$ cat src/rtl/phy_tx_pkg.sv
// Shared types and constants for the USB full-speed transmit serializer.
package phy_tx_pkg;

  typedef enum logic [2:0] {
    ST_IDLE    = 3'd0,
    ST_SYNC    = 3'd1,
    ST_DATA    = 3'd2,
    ST_EOP_SE0 = 3'd3,
    ST_EOP_J   = 3'd4
  } tx_state_e;

  localparam logic [7:0] SYNC_PATTERN = 8'h80;
  localparam int         EOP_SE0_BITS = 2;
  localparam int         EOP_J_BITS   = 1;
  localparam int         EOP_CNT_W    = 2;

  function automatic logic is_shifting(input tx_state_e s);
    return (s == ST_SYNC) || (s == ST_DATA);
  endfunction

endpackage

$ cat src/rtl/phy_tx_bit_strobe.sv
// Bit-time divider: one-cycle strobe every CLK_DIV enabled cycles.
module phy_tx_bit_strobe #(
  parameter int CLK_DIV = 4
) (
  input  logic clk,
  input  logic rst,
  input  logic en,
  input  logic clr,
  output logic strobe
);

  localparam int            CW   = (CLK_DIV > 1) ? $clog2(CLK_DIV) : 1;
  localparam logic [CW-1:0] LAST = CW'(CLK_DIV - 1);
  localparam logic [CW-1:0] ONE  = CW'(1);

  logic [CW-1:0] div_cnt;

  // Divider keeps running through stalled strobes so the bit period never stretches.
  always_ff @(posedge clk) begin
    if (rst) begin
      div_cnt <= '0;
    end else if (clr) begin
      div_cnt <= '0;
    end else if (en) begin
      if (div_cnt == LAST) begin
        div_cnt <= '0;
      end else begin
        div_cnt <= div_cnt + ONE;
      end
    end else begin
      div_cnt <= div_cnt;
    end
  end

  assign strobe = en && (div_cnt == LAST);

endmodule

$ cat src/rtl/phy_tx_serializer.sv
// USB 1.1 FS transmit serializer: SYNC, LSB-first packet bits, EOP, with
// stuff-slot stalls requested by the downstream NRZI/bit-stuff stage.
module phy_tx_serializer
  import phy_tx_pkg::*;
#(
  parameter int CLK_DIV = 4
) (
  input  logic       clk,
  input  logic       rst,
  input  logic       tx_valid,
  input  logic [7:0] tx_data,
  output logic       tx_ready,
  output logic       tx_active,
  output logic       tx_dat,
  output logic       tx_dat_en,
  input  logic       tx_nrzi_stop,
  output logic       tx_nrzi_en,
  output logic       tx_se_en
);

  localparam logic [EOP_CNT_W-1:0] SE0_LAST = EOP_CNT_W'(EOP_SE0_BITS - 1);
  localparam logic [EOP_CNT_W-1:0] J_LAST   = EOP_CNT_W'(EOP_J_BITS - 1);
  localparam logic [EOP_CNT_W-1:0] EOP_ONE  = EOP_CNT_W'(1);

  tx_state_e            state, state_nxt;
  logic [7:0]           shift, shift_nxt;
  logic [2:0]           bit_cnt, bit_cnt_nxt;
  logic [EOP_CNT_W-1:0] eop_cnt, eop_cnt_nxt;
  logic                 active, strobe, consume, eop_stuff_pending;

  assign active  = (state != ST_IDLE);
  assign consume = strobe && !tx_nrzi_stop;

  phy_tx_bit_strobe #(.CLK_DIV(CLK_DIV)) u_bit_strobe (
    .clk    (clk),
    .rst    (rst),
    .en     (active),
    .clr    (!active),
    .strobe (strobe)
  );

  // State and datapath registers.
  always_ff @(posedge clk) begin
    if (rst) begin
      state   <= ST_IDLE;
      shift   <= 8'h00;
      bit_cnt <= 3'd0;
      eop_cnt <= '0;
    end else begin
      state   <= state_nxt;
      shift   <= shift_nxt;
      bit_cnt <= bit_cnt_nxt;
      eop_cnt <= eop_cnt_nxt;
    end
  end

  // Next-state logic; only consuming strobes move the packet forward.
  always_comb begin
    state_nxt   = state;
    shift_nxt   = shift;
    bit_cnt_nxt = bit_cnt;
    eop_cnt_nxt = eop_cnt;
    tx_ready    = 1'b0;
    case (state)
      ST_IDLE: begin
        if (tx_valid) begin
          state_nxt   = ST_SYNC;
          shift_nxt   = SYNC_PATTERN;
          bit_cnt_nxt = 3'd0;
          eop_cnt_nxt = '0;
        end else begin
          state_nxt = ST_IDLE;
        end
      end
      ST_SYNC, ST_DATA: begin
        if (consume) begin
          if (bit_cnt == 3'd7) begin
            if (tx_valid) begin
              shift_nxt   = tx_data;
              tx_ready    = 1'b1;
              bit_cnt_nxt = 3'd0;
              state_nxt   = ST_DATA;
            end else begin
              eop_cnt_nxt = '0;
              state_nxt   = ST_EOP_SE0;
            end
          end else begin
            shift_nxt   = {1'b0, shift[7:1]};
            bit_cnt_nxt = bit_cnt + 3'd1;
          end
        end else begin
          state_nxt = state;
        end
      end
      ST_EOP_SE0: begin
        if (consume) begin
          if (eop_cnt == SE0_LAST) begin
            eop_cnt_nxt = '0;
            state_nxt   = ST_EOP_J;
          end else begin
            eop_cnt_nxt = eop_cnt + EOP_ONE;
          end
        end else begin
          state_nxt = state;
        end
      end
      ST_EOP_J: begin
        if (consume) begin
          if (eop_cnt == J_LAST) begin
            eop_cnt_nxt = '0;
            state_nxt   = ST_IDLE;
          end else begin
            eop_cnt_nxt = eop_cnt + EOP_ONE;
          end
        end else begin
          state_nxt = state;
        end
      end
      default: begin
        state_nxt = ST_IDLE;
      end
    endcase
  end

  // A stuff requested after trailing ones must be NRZI-encoded before SE0 starts.
  assign eop_stuff_pending = (state == ST_EOP_SE0) && (eop_cnt == '0) && tx_nrzi_stop;

  // Line-level outputs decoded from the current state.
  always_comb begin
    tx_dat = 1'b1;
    case (state)
      ST_SYNC, ST_DATA: tx_dat = shift[0];
      ST_EOP_SE0:       tx_dat = 1'b0;
      default:          tx_dat = 1'b1;
    endcase
  end

  assign tx_active  = active;
  assign tx_dat_en  = strobe;
  assign tx_nrzi_en = is_shifting(state) || eop_stuff_pending;
  assign tx_se_en   = (state == ST_EOP_SE0) && !((eop_cnt == '0) && tx_nrzi_stop);

endmodule
$ cat config.mk
export PLATFORM = sky130hd
export DESIGN_NAME = phy_tx_serializer
export DESIGN_NICKNAME = d
export VERILOG_FILES = /design/src/rtl/phy_tx_pkg.sv /design/src/rtl/phy_tx_bit_strobe.sv /design/src/rtl/phy_tx_serializer.sv
export SDC_FILE = /design/constraint.sdc
export NUM_CORES = 1
export LEC_CHECK = 0
export ABC_AREA = 0
export CORE_ASPECT_RATIO = 0.8
export CORE_UTILIZATION = 50
export CTS_CLUSTER_SIZE = 14
export DETAILED_ROUTE_END_ITERATION = 8
export HOLD_SLACK_MARGIN = 0.02
export PLACE_DENSITY_LB_ADDON = 0.3
export SKIP_LAST_GASP = 1
export SLEW_MARGIN = 20
export SYNTH_ARGS = -nofsm -noshare
export SYNTH_HDL_FRONTEND = slang
export SYNTH_SLANG_ARGS = --single-unit
$ cat constraint.sdc
create_clock -name clk -period 2.3 [get_ports clk]
set_clock_uncertainty 0.1 [all_clocks]
set_input_delay 0.46 -clock clk [delete_from_list [all_inputs] [get_ports clk]]
set_output_delay 0.46 -clock clk [all_outputs]
set_load 0.03 [all_outputs]
==> results.json <==
{
  "grt_pass1_wl_um": 3880,
  "n_antenna_cell": 0,
  "final_max_slew_viol_count": 0,
  "synth-compound-area-share": 0.182,
  "area_delta_synth_final_pct": 25.2,
  "globalRouteMet2Util": 0.348,
  "synth_top_area_share": 0.336,
  "multi_input_area_um2": 657,
  "synth_top_family_by_area": "simple AND/OR/NAND/NOR gates",
  "final.fill_count": 174,
  "core_um2": 1940,
  "worstSetupStartpointType": "flop",
  "synthCells": 129,
  "grt_max_degree": 16,
  "hp-class": "flop to flop",
  "avgViaCountPerCell": 5.59,
  "grt_pass1_vias": 850,
  "maxCapViolCount": 0,
  "synth_xor_area_frac": 0.00817,
  "internal_power_mw": 0.741,
  "grtUsageTotal": 0.233,
  "maxSlewHeadroom": 0.701,
  "critPathMaxFanout": 11,
  "outcome": "finished, final reports clean",
  "nets": 170,
  "pwr-share-seq": 0.336,
  "syn_nets": 147,
  "firstDrtPassIters": 4,
  "routedWlPerCell_um": 13.3,
  "yosys.area.top_type": "dfxtp_1",
  "fin_crit_sh": 0.958,
  "ctsLongestPathBuffers": 2,
  "drive_gt1_frac": 0.185,
  "cts_resized": 5,
  "clock_sinks": 18,
  "max_freq_mhz": 454,
  "pre_cts_ws_ps": -197,
  "synth_warnings": 0,
  "powerDensity_nw_per_um2": 958,
  "insertion_delay_ps": 300,
  "ios": 18,
  "antenna_found_initial": 0,
  "gr-total-overflow": 0,
  "die_w_um": 53.8,
  "worst-endpoint-required_ps": 1740,
  "synth_mux_area_frac": 0.0840,
  "synth-edff-count": 0,
  "yosysSeqAreaShare": 0.336,
  "setup_slack_ps": 96.8,
  "clk_pin_slew_ps": 110,
  "swShare": 0.424,
  "power_frac_clock": 0.155,
  "end_kind": "output pin",
  "busiest_layer": "met2",
  "setup-violations-final": 0,
  "rsz0062_at_grt": "no",
  "final_util": 0.690,
  "syn_avg_cell_area_um2": 8.31,
  "timing_worst_setup_path_type": "flop to output pin",
  "h-tree-depth": 1,
  "first_iter_violations": 35,
  "numCtsBuffers": 3,
  "combPwrFrac": 0.509,
  "power_leakage_nw": 0.506,
  "core.rowCount": 14,
  "drt-total-wl_um": 2320,
  "hold_buffers": 0,
  "die-area_um2": 2330,
  "drc": 0,
  "grt_use_met3": 0.0737,
  "synthAdderAreaFrac": 0.0700,
  "via_count": 978,
  "synth_cell_types": 34,
  "ant_nets": 0,
  "synth_area_leaders": "dfxtp_1 (34%), mux2i_1 (8.4%), a21oi_1 (7.5%), ha_1 (7.0%), or3_1 (4.7%)",
  "peakVddDrop_uv": 703,
  "place_congestion": 0.819,
  "die_h_um": 43.4,
  "power.switching_mw": 0.545,
  "cts_root_buffer": "clkbuf_4",
  "tightest_slew_ps": 447,
  "synth_seq_cells": 18,
  "regArea_um2": 365,
  "arrival_ps": 1640,
  "ys.flop_type": "dfxtp_1",
  "grtUsageMet1": 0.313,
  "cts_tree": "yes",
  "start_util": 0.551,
  "dp_hpwl_um": 1730,
  "whs_ps": 342,
  "synthSimpleGateAreaFrac": 0.261,
  "async_flop_share": 0,
  "finalCriticalPeriod_ps": 2200,
  "port_buffers": 17,
  "netlist_area_um2": 1070,
  "postCtsSetupBuffers": 0,
  "hold_viol_final": 0
}
kinds of logic (layout without fill, tap and decap cells):
| family | after synthesis | count (layout) |
|---|---|---|
| buf+inv | 13 | 35 |
| simple gates | 51 | 51 |
| mux | 9 | 9 |
| xor+xnor | 1 | 1 |
| flops | 18 | 18 |
| fa+ha+maj | 6 | 6 |
| compound gates | 31 | 31 |
synthesized netlist by cell type (2+ instances only):
cell type / n
inv_1: 3
clkbuf_1: 6
mux2i_1: 9
a211oi_1: 2
a31o_2: 4
ha_1: 6
a22oi_1: 2
nand2_1: 10
nor2_1: 9
or3_1: 8
nor2b_1: 4
nand2b_1: 4
o21ai_0: 3
dfxtp_1: 18
a21oi_1: 16
nor3_1: 6
nand3_1: 2
per-layer routing:
metal	share of wire	wire [um]
met5	0	0
met4	0.0091	21
met3	0.058	135
met2	0.43	1010
met1	0.50	1160
path summary, 6_finish.rpt:
| path | startpoint | slack (ps) | cells after the start | to |
|---|---|---|---|---|
| hold / removal | u_bit_strobe.div_cnt[0]$_SDFF_PP0_ | 340 | 1 | u_bit_strobe.div_cnt[0]$_SDFF_PP0_ |
| setup / recovery | state[1]$_SDFFE_PP0P_ | 100 | 4 | tx_ready |
| hold reg to reg | u_bit_strobe.div_cnt[0]$_SDFF_PP0_ | 340 | 1 | u_bit_strobe.div_cnt[0]$_SDFF_PP0_ |
| setup reg to reg | u_bit_strobe.div_cnt[0]$_SDFF_PP0_ | 160 | 7 | shift[5]$_SDFFE_PP0P_ |
stage by stage:
step	TNS, ps	std cells	total power, mW	instance area (um2)
detailed placement	-1730	171	1.09	1300
CTS	0	175	1.29	1340
global route	0	175	1.37	1340
global placement	-1160	171	1.06	1300
floorplan	0	129	0.891	1070
finish	0	175	1.29	1340
state kept, by name, summed over array words and instances, names as in the netlist:
| register | flops |
|---|---|
| bit_cnt | 3 |
| eop_cnt | 2 |
| shift | 8 |
| state | 3 |
| u_bit_strobe.div_cnt | 2 |
critical path: stages, from the launching register on:
cell and delay (ps):
dfxtp_2 490, xnor2_1 110, or2_2 380, nor2_1 170
buf_4 180
layout by cell type, fill, tap and decap left out, types with 5 or more instances in the layout:
cell,synthesis,routed
a21oi_1,16,16
dfxtp_1,18,16
buf_4,1,14
clkdlybuf4s50_1,0,12
nand2_1,10,10
nor2_1,9,9
mux2i_1,9,9
or3_1,8,8
ha_1,6,6
nor3_1,6,5
power by group through the flow:
| stage | registers, mW | logic, mW | clock network, mW |
|---|---|---|---|
| 2_1_floorplan | 0.380 | 0.511 | 0 |
| 3_3_place_gp | 0.426 | 0.636 | 0 |
| 3_5_place_dp | 0.431 | 0.657 | 0 |
| 4_1_cts | 0.430 | 0.653 | 0.212 |
| 5_1_grt | 0.442 | 0.712 | 0.219 |
| 6_report | 0.432 | 0.655 | 0.199 |
final cells by class:
class                   instances  area share
multi-input cells              98       0.489
flip-flops and latches         18       0.272
repair buffers                 28       0.181
clock buffers                   4      0.0270
well taps                      24      0.0224
inverters                       3     0.00839
No activity file was read; power rests on OpenSTA's default activity.
